**src/rtl/union_op_exec_pipe.sv**
```systemverilog
// rtl/union_op_exec_pipe.sv - packed-union operand bank with pipelined MUL/ADD/READ and in-order result FIFO
// Optional feature macro: UNION_OP_EXEC_PARITY_EN (per-word parity, res_par and sticky par_err outputs)
module union_op_exec_pipe #(
    parameter  int OP_W        = 3,
    parameter  int CHANNELS    = 4,
    parameter  int PIPE_STAGES = 2,
    parameter  int OUT_DEPTH   = 4,
    localparam int W           = 2 * OP_W,
    localparam int CW          = $clog2(CHANNELS)
) (
    input  logic          clk,
    input  logic          rst,
    input  logic          cmd_valid,
    output logic          cmd_ready,
    input  logic [1:0]    cmd_op,
    input  logic [CW-1:0] cmd_chan,
    input  logic [W-1:0]  cmd_data,
    output logic          res_valid,
    input  logic          res_ready,
    output logic [W-1:0]  res_data,
    output logic [CW-1:0] res_chan,
`ifdef UNION_OP_EXEC_PARITY_EN
    output logic          res_par,
    output logic          par_err,
`endif
    output logic [1:0]    res_op
);

    localparam int PW  = (OUT_DEPTH > 1) ? $clog2(OUT_DEPTH) : 1;
    localparam int OCW = $clog2(OUT_DEPTH + 1);

    localparam logic [1:0] OP_WRITE = 2'b00;
    localparam logic [1:0] OP_MUL   = 2'b01;
    localparam logic [1:0] OP_ADD   = 2'b10;
    localparam logic [1:0] OP_READ  = 2'b11;

    typedef struct packed {
        logic [OP_W-1:0] opa;
        logic [OP_W-1:0] opb;
    } ops_t;

    typedef union packed {
        logic [W-1:0] raw;
        ops_t         f;
    } word_u;

    typedef struct packed {
        logic [W-1:0]  data;
        logic [CW-1:0] chan;
        logic [1:0]    op;
`ifdef UNION_OP_EXEC_PARITY_EN
        logic          par;
`endif
    } res_t;

    // Channel operand words
    word_u          words_q [CHANNELS];
    word_u          words_d [CHANNELS];
`ifdef UNION_OP_EXEC_PARITY_EN
    logic           wpar_q  [CHANNELS];
    logic           wpar_d  [CHANNELS];
    logic           par_err_q;
    logic           par_err_d;
`endif

    // Compute pipeline
    logic           pv_q [PIPE_STAGES];
    logic           pv_d [PIPE_STAGES];
    res_t           pe_q [PIPE_STAGES];
    res_t           pe_d [PIPE_STAGES];

    // Result FIFO and credit counter
    res_t           mem_q [OUT_DEPTH];
    res_t           mem_d [OUT_DEPTH];
    logic [PW-1:0]  wr_q, wr_d;
    logic [PW-1:0]  rd_q, rd_d;
    logic [OCW-1:0] cnt_q, cnt_d;
    logic [OCW-1:0] occ_q, occ_d;

    logic           accept;
    logic           is_compute;
    logic           chan_ok;
    logic           push;
    logic           pop;
    word_u          sel;
    logic [W-1:0]   ext_a;
    logic [W-1:0]   ext_b;
    res_t           new_e;

    function automatic logic [PW-1:0] ptr_inc(input logic [PW-1:0] p);
        return (p == PW'(OUT_DEPTH - 1)) ? '0 : p + 1'b1;
    endfunction

    // Command decode, operand select and arithmetic for the stage-1 entry
    always_comb begin
        cmd_ready  = (occ_q < OCW'(OUT_DEPTH));
        accept     = cmd_valid && cmd_ready;
        is_compute = (cmd_op != OP_WRITE);
        chan_ok    = ({1'b0, cmd_chan} < (CW + 1)'(CHANNELS));
        sel        = chan_ok ? words_q[cmd_chan] : '0;
        ext_a      = {{OP_W{1'b0}}, sel.f.opa};
        ext_b      = {{OP_W{1'b0}}, sel.f.opb};
        new_e      = '0;
        new_e.chan = cmd_chan;
        new_e.op   = cmd_op;
        case (cmd_op)
            OP_MUL:  new_e.data = ext_a * ext_b;
            OP_ADD:  new_e.data = ext_a + ext_b;
            OP_READ: new_e.data = sel.raw;
            default: new_e.data = '0;
        endcase
`ifdef UNION_OP_EXEC_PARITY_EN
        new_e.par = ^new_e.data;
`endif
        push = pv_q[PIPE_STAGES-1];
        pop  = (cnt_q != '0) && res_ready;
    end

    // Next-state of the channel words (WRITE to an in-range channel only)
    always_comb begin
        words_d = words_q;
        if (accept && (cmd_op == OP_WRITE) && chan_ok) begin
            words_d[cmd_chan] = cmd_data;
        end
`ifdef UNION_OP_EXEC_PARITY_EN
        wpar_d    = wpar_q;
        par_err_d = par_err_q;
        if (accept && (cmd_op == OP_WRITE) && chan_ok) begin
            wpar_d[cmd_chan] = ^cmd_data;
        end
        if (accept && (cmd_op == OP_READ) && chan_ok &&
            (wpar_q[cmd_chan] != ^words_q[cmd_chan].raw)) begin
            par_err_d = 1'b1;
        end
`endif
    end

    // Next-state of the compute pipeline; it never stalls because credits reserve a FIFO slot
    always_comb begin
        pv_d[0] = accept && is_compute;
        pe_d[0] = new_e;
        for (int i = 1; i < PIPE_STAGES; i++) begin
            pv_d[i] = pv_q[i-1];
            pe_d[i] = pe_q[i-1];
        end
    end

    // Next-state of the result FIFO and the outstanding-result credit count
    always_comb begin
        mem_d = mem_q;
        wr_d  = wr_q;
        rd_d  = rd_q;
        cnt_d = cnt_q;
        occ_d = occ_q;
        if (push) begin
            mem_d[wr_q] = pe_q[PIPE_STAGES-1];
            wr_d        = ptr_inc(wr_q);
        end
        if (pop) begin
            rd_d = ptr_inc(rd_q);
        end
        if (push && !pop) begin
            cnt_d = cnt_q + 1'b1;
        end else if (pop && !push) begin
            cnt_d = cnt_q - 1'b1;
        end
        if ((accept && is_compute) && !pop) begin
            occ_d = occ_q + 1'b1;
        end else if (pop && !(accept && is_compute)) begin
            occ_d = occ_q - 1'b1;
        end
    end

    // State registers; reset discards every in-flight and queued result
    always_ff @(posedge clk or posedge rst) begin
        if (rst) begin
            for (int i = 0; i < CHANNELS; i++) begin
                words_q[i] <= '0;
`ifdef UNION_OP_EXEC_PARITY_EN
                wpar_q[i]  <= 1'b0;
`endif
            end
            for (int i = 0; i < PIPE_STAGES; i++) begin
                pv_q[i] <= 1'b0;
                pe_q[i] <= '0;
            end
            for (int i = 0; i < OUT_DEPTH; i++) begin
                mem_q[i] <= '0;
            end
            wr_q  <= '0;
            rd_q  <= '0;
            cnt_q <= '0;
            occ_q <= '0;
`ifdef UNION_OP_EXEC_PARITY_EN
            par_err_q <= 1'b0;
`endif
        end else begin
            words_q <= words_d;
            pv_q    <= pv_d;
            pe_q    <= pe_d;
            mem_q   <= mem_d;
            wr_q    <= wr_d;
            rd_q    <= rd_d;
            cnt_q   <= cnt_d;
            occ_q   <= occ_d;
`ifdef UNION_OP_EXEC_PARITY_EN
            wpar_q    <= wpar_d;
            par_err_q <= par_err_d;
`endif
        end
    end

    assign res_valid = (cnt_q != '0);
    assign res_data  = mem_q[rd_q].data;
    assign res_chan  = mem_q[rd_q].chan;
    assign res_op    = mem_q[rd_q].op;
`ifdef UNION_OP_EXEC_PARITY_EN
    assign res_par   = mem_q[rd_q].par;
    assign par_err   = par_err_q;
`endif

endmodule

```
**config.mk**
```make
export PLATFORM = sky130hd
export DESIGN_NAME = union_op_exec_pipe
export DESIGN_NICKNAME = d
export VERILOG_FILES = /design/src/rtl/union_op_exec_pipe.sv
export SDC_FILE = /design/constraint.sdc
export NUM_CORES = 1
export LEC_CHECK = 0
export ABC_AREA = 1
export CORE_MARGIN = 2
export CORE_UTILIZATION = 45
export DETAILED_ROUTE_END_ITERATION = 10
export PLACE_DENSITY_LB_ADDON = 0.3
export SKIP_LAST_GASP = 1
export SYNTH_ARGS = -nofsm -noshare
export SYNTH_HDL_FRONTEND = slang
export SYNTH_SLANG_ARGS = --single-unit
```
**constraint.sdc**
```tcl
create_clock -name clk -period 4.75 [get_ports clk]
set_clock_uncertainty 0.15 [all_clocks]
set_input_delay 0.95 -clock clk [delete_from_list [all_inputs] [get_ports clk]]
set_output_delay 0.95 -clock clk [all_outputs]
set_load 0.02 [all_outputs]
```
After elaboration in Yosys (flattened, before gate mapping). Cells that the tools add are included.

Bits in registers: 96. Bits of input ports: 14. Output and inout bits: 12. Word-level logic and storage cells: 87.

$add $sub $neg: 7. $mul: 1. Magnitude comparators: 6. Eq/ne operators: 5. Muxes and demuxes: 19. Bitwise operators: 3. Reduce and logical (&&, ||, !) cells: 18.

Operator list (number): $bwmux 40 (1); $mux 10 (3); $bwmux 24 (1); $bmux 10 s2 (1); $demux 10 s2 (1); $mux 6 (3); $pmux 6 s3 (1); $bmux 6 s2 (1); $demux 6 s2 (1); $mux 3 (4); $logic_and 1x1->1 (10); $ge 3x3->1 const B (3); $not 2->3 (3); $eq 2x2->1 const B (4); $add 3x1->3 const B (2); $lt 3x1->1 const B (2); $mul 3x3->6 (1); $reduce_bool 2->1 (3); $sub 3x1->3 const B (2); $add 2x1->2 const B (2); $add 3x3->4 (1); $mux 2 (2); $logic_not 1->1 (3); $lt 3x3->1 const B (1); 3 further kinds (3).

Depth between registers and ports, before layout.
Depth in word-level cells: 7. Gate-level depth with buffers: 16. Gate-level depth less buffers: 15.

Worst setup path after synthesis. Ideal clock, no wire load.

Path type: in2reg. Start point: input cmd_chan[0]. End point: register pe_q, in the netlist pe_d[7]. Library setup time: 0.121 ns. Arrival time: 3.007 ns. Data required time: 4.479 ns. Setup slack: 1.472 ns. Stages: 16. Path buffers: 1. Path through: buf_6 -> inv_4 -> nand2_1 -> nand2_1 -> nand2_1 -> nand2_1 -> ha_1 -> inv_1 -> fa_1 -> inv_1 -> ha_1 -> fa_1 -> inv_1 -> nor2_1 -> a21oi_1 -> nand2_1.

RTL lines: start, declared (RTL line 16) `input logic [CW-1:0] cmd_chan,`; end signal, assigned (RTL line 200) `pe_q <= pe_d;`; end, declared (RTL line 69) `res_t pe_q [PIPE_STAGES];`.

==> qor.csv <==
metric;value;unit
p_leak;2.43;nW
wire_per_inst;13.3;um
slew_headroom;55.6;%
cts_resized;0;
cts_hold_buf;0;
syn_to_final_growth;11.8;%
power.density;576;mW/mm^2
slowest_stage;clkdlybuf4s50_1;
cp_num_buf_inv;5;
utilization;51.7;%
grt_overflow;0;
via_per_inst;4.91;
die_x;104;um
cpLargestDelayFamily;adder cells;
firstDrtPassIters;5;
ant_nets;0;
start_util;46.3;%
clk_pin_slew;110;ps
grt_pass1_wl;15.3;mm
io_buffers;25;
place.gp.congestion;0.908;
multi_input_area;0.00184;sq mm
cts_buffers;9;
hpwl;6.16;mm
critical_path.most_common_cell;nand2_1;
layout_common_cells;nand2_1, dfrtp_1, o21ai_0, inv_1, nor2_1;
cp_max_fo;16;
avgSynthCellArea;8.87;sq um
tritoncts;yes;
post-route-period-util;81.5;%
antenna_cells;0;
status;completed;
rsz0062_at_grt;no;
postCtsSetupBuffers;0;
drive_above_1_share;9.50;%
slew_viol_final;0;
vias;3287;
drc;0;
netlist_instances;510;
grt_pass1_vias;3172;
rows;36;
fin_ws;877;ps
fin_tns_setup;0;ps
regArea;0.00240;sq mm
fill_cells;935;
critPathRequiredTime;4850;ps
core-area;0.00977;sq mm
startpoint_type;input pin;
syn_nets;544;
fin_cells;670;
cts_root_buf;clkbuf_8;
antenna_found_initial;0;
drt-initial-drc-count;192;
hold_viol;0;
maxCapViolations;0;
cts_buffer_depth;2;
placed_cell_area;0.00487;sq mm
min_path_type;reg -> reg;
stdcell_area;0.00506;sq mm
setup_viol_count_final;0;
fmax;0.258;GHz
final_common_cell;nand2_1;
max_stage_delay;720;ps
ys_seq_area_share;53.1;%
post-place-ws;480;ps
routed_wl;8.89;mm
grt_max_degree;38;
synth_warnings;0;
placed_cells;654;
nets;566;
worstPathCellList;clkdlybuf4s50_1 -> inv_4 -> nand2_1 -> nand2_1 -> nand2_1 -> nand2_1 -> ha_1 -> inv_1 -> fa_1 -> inv_1 -> ha_1 -> fa_1 -> inv_1 -> nor2_1 -> a21oi_1 -> nand2_1;
crit_arrival;3970;ps
cts_num_sinks;96;
htreeDepth;3;
grt_usage;17.4;%
synth_area;0.00452;sq mm
pin_count;26;
r2r_setup_slack;2040;ps
die_y;104;um
fin_crit;3870;ps
worstSetupPathType;in -> reg;
synth_cell_types;27;
critPathCaptureType;flop;
ir_worst_vdd;267;uV
max_slew.worst_pin.slew;664;ps
insertion_delay;360;ps
synth_seq_cells;96;
dieArea;0.0109;sq mm
-- metrics by stage --
step	hold WS [ps]	total power, W
floorplan	181	0.00204
global placement	182	0.00238
detailed placement	185	0.00242
CTS	195	0.00294
global route	194	0.00316
finish	189	0.00291
-- cell usage after synthesis, drive strengths merged --
master	number	area (sq um)
nand2	166	643
dfrtp	96	2400
o21ai	93	499
inv	44	168
nor2	39	186
ha	15	188
clkbuf	14	52.6
o22ai	10	62.6
a21oi	6	30.0
buf	5	56.3
fa	5	100
and2	4	25.0
nand3	4	32.5
mux2	2	22.5
or2	2	12.5
xnor2	2	17.5
xor2	2	17.5
a21o	1	7.51
-- power by group --
group / internal, W / switching [W] / leakage [nW] / total, W
clock: 0.000202 / 0.000308 / 0.0903 / 0.000511
combinational: 0.000464 / 0.000651 / 1.11 / 0.00112
sequential: 0.00111 / 0.000175 / 1.23 / 0.00129
-- state kept, by name, summed over array words and instances, names as in the netlist --
signal,cells
rd_q,2
mem_q,40
pe_q,10
push,1
pe_d,10
words_q,24
cnt_q,3
occ_q,3
wr_q,2
pv_d,1
-- routing by layer --
metal  part of all wire (%)  global-route usage (%)  vias up
li1                       -                       -     1669
met1                     46                    22.6     1544
met2                     49                    29.5       64
met3                    3.8                    3.82       10
met4                    1.2                    5.02        0
met5                      0                       0        -
-- area by class of cell --
cell class / instances / area share, %
clock buffers: 9 / 2.45
clock inverters: 7 / 1.26
well taps: 133 / 3.29
inverters: 44 / 3.34
multi-input cells: 351 / 36.5
repair buffers: 30 / 5.69
flip-flops and latches: 96 / 47.5
-- final timing paths --
| check | to | depth (start not counted) | startpoint |
|---|---|---|---|
| max in group asynchronous | pe_d[7]$_DFF_PP0_ | 3 | rst |
| worst max-delay path | pe_d[7]$_DFF_PP0_ | 16 | cmd_chan[0] |
| worst min register to register | pe_q[5]$_DFF_PP0_ | 0 | pe_d[5]$_DFF_PP0_ |
| worst min-delay path | pe_q[5]$_DFF_PP0_ | 0 | pe_d[5]$_DFF_PP0_ |
| min in group asynchronous | occ_q[2]$_DFFE_PP0P_ | 2 | rst |
| worst max register to register | pe_d[7]$_DFF_PP0_ | 14 | words_q[4]$_DFFE_PP0P_ |
-- kinds of logic (layout without fill, tap and decap cells) --
| logic type | count (synthesis) | after routing | synth area share [%] |
|---|---|---|---|
| muxes | 2 | 2 | 0.498 |
| buffers and inverters | 63 | 90 | 6.11 |
| and+or+nand+nor | 215 | 215 | 19.9 |
| xor gates and xnor gates | 4 | 4 | 0.775 |
| DFF | 96 | 96 | 53.1 |
| AOI/OAI and AO/OA | 110 | 110 | 13.3 |
| adders and majority gates | 20 | 20 | 6.36 |
Note: power is estimated with default switching activity, not from simulation.
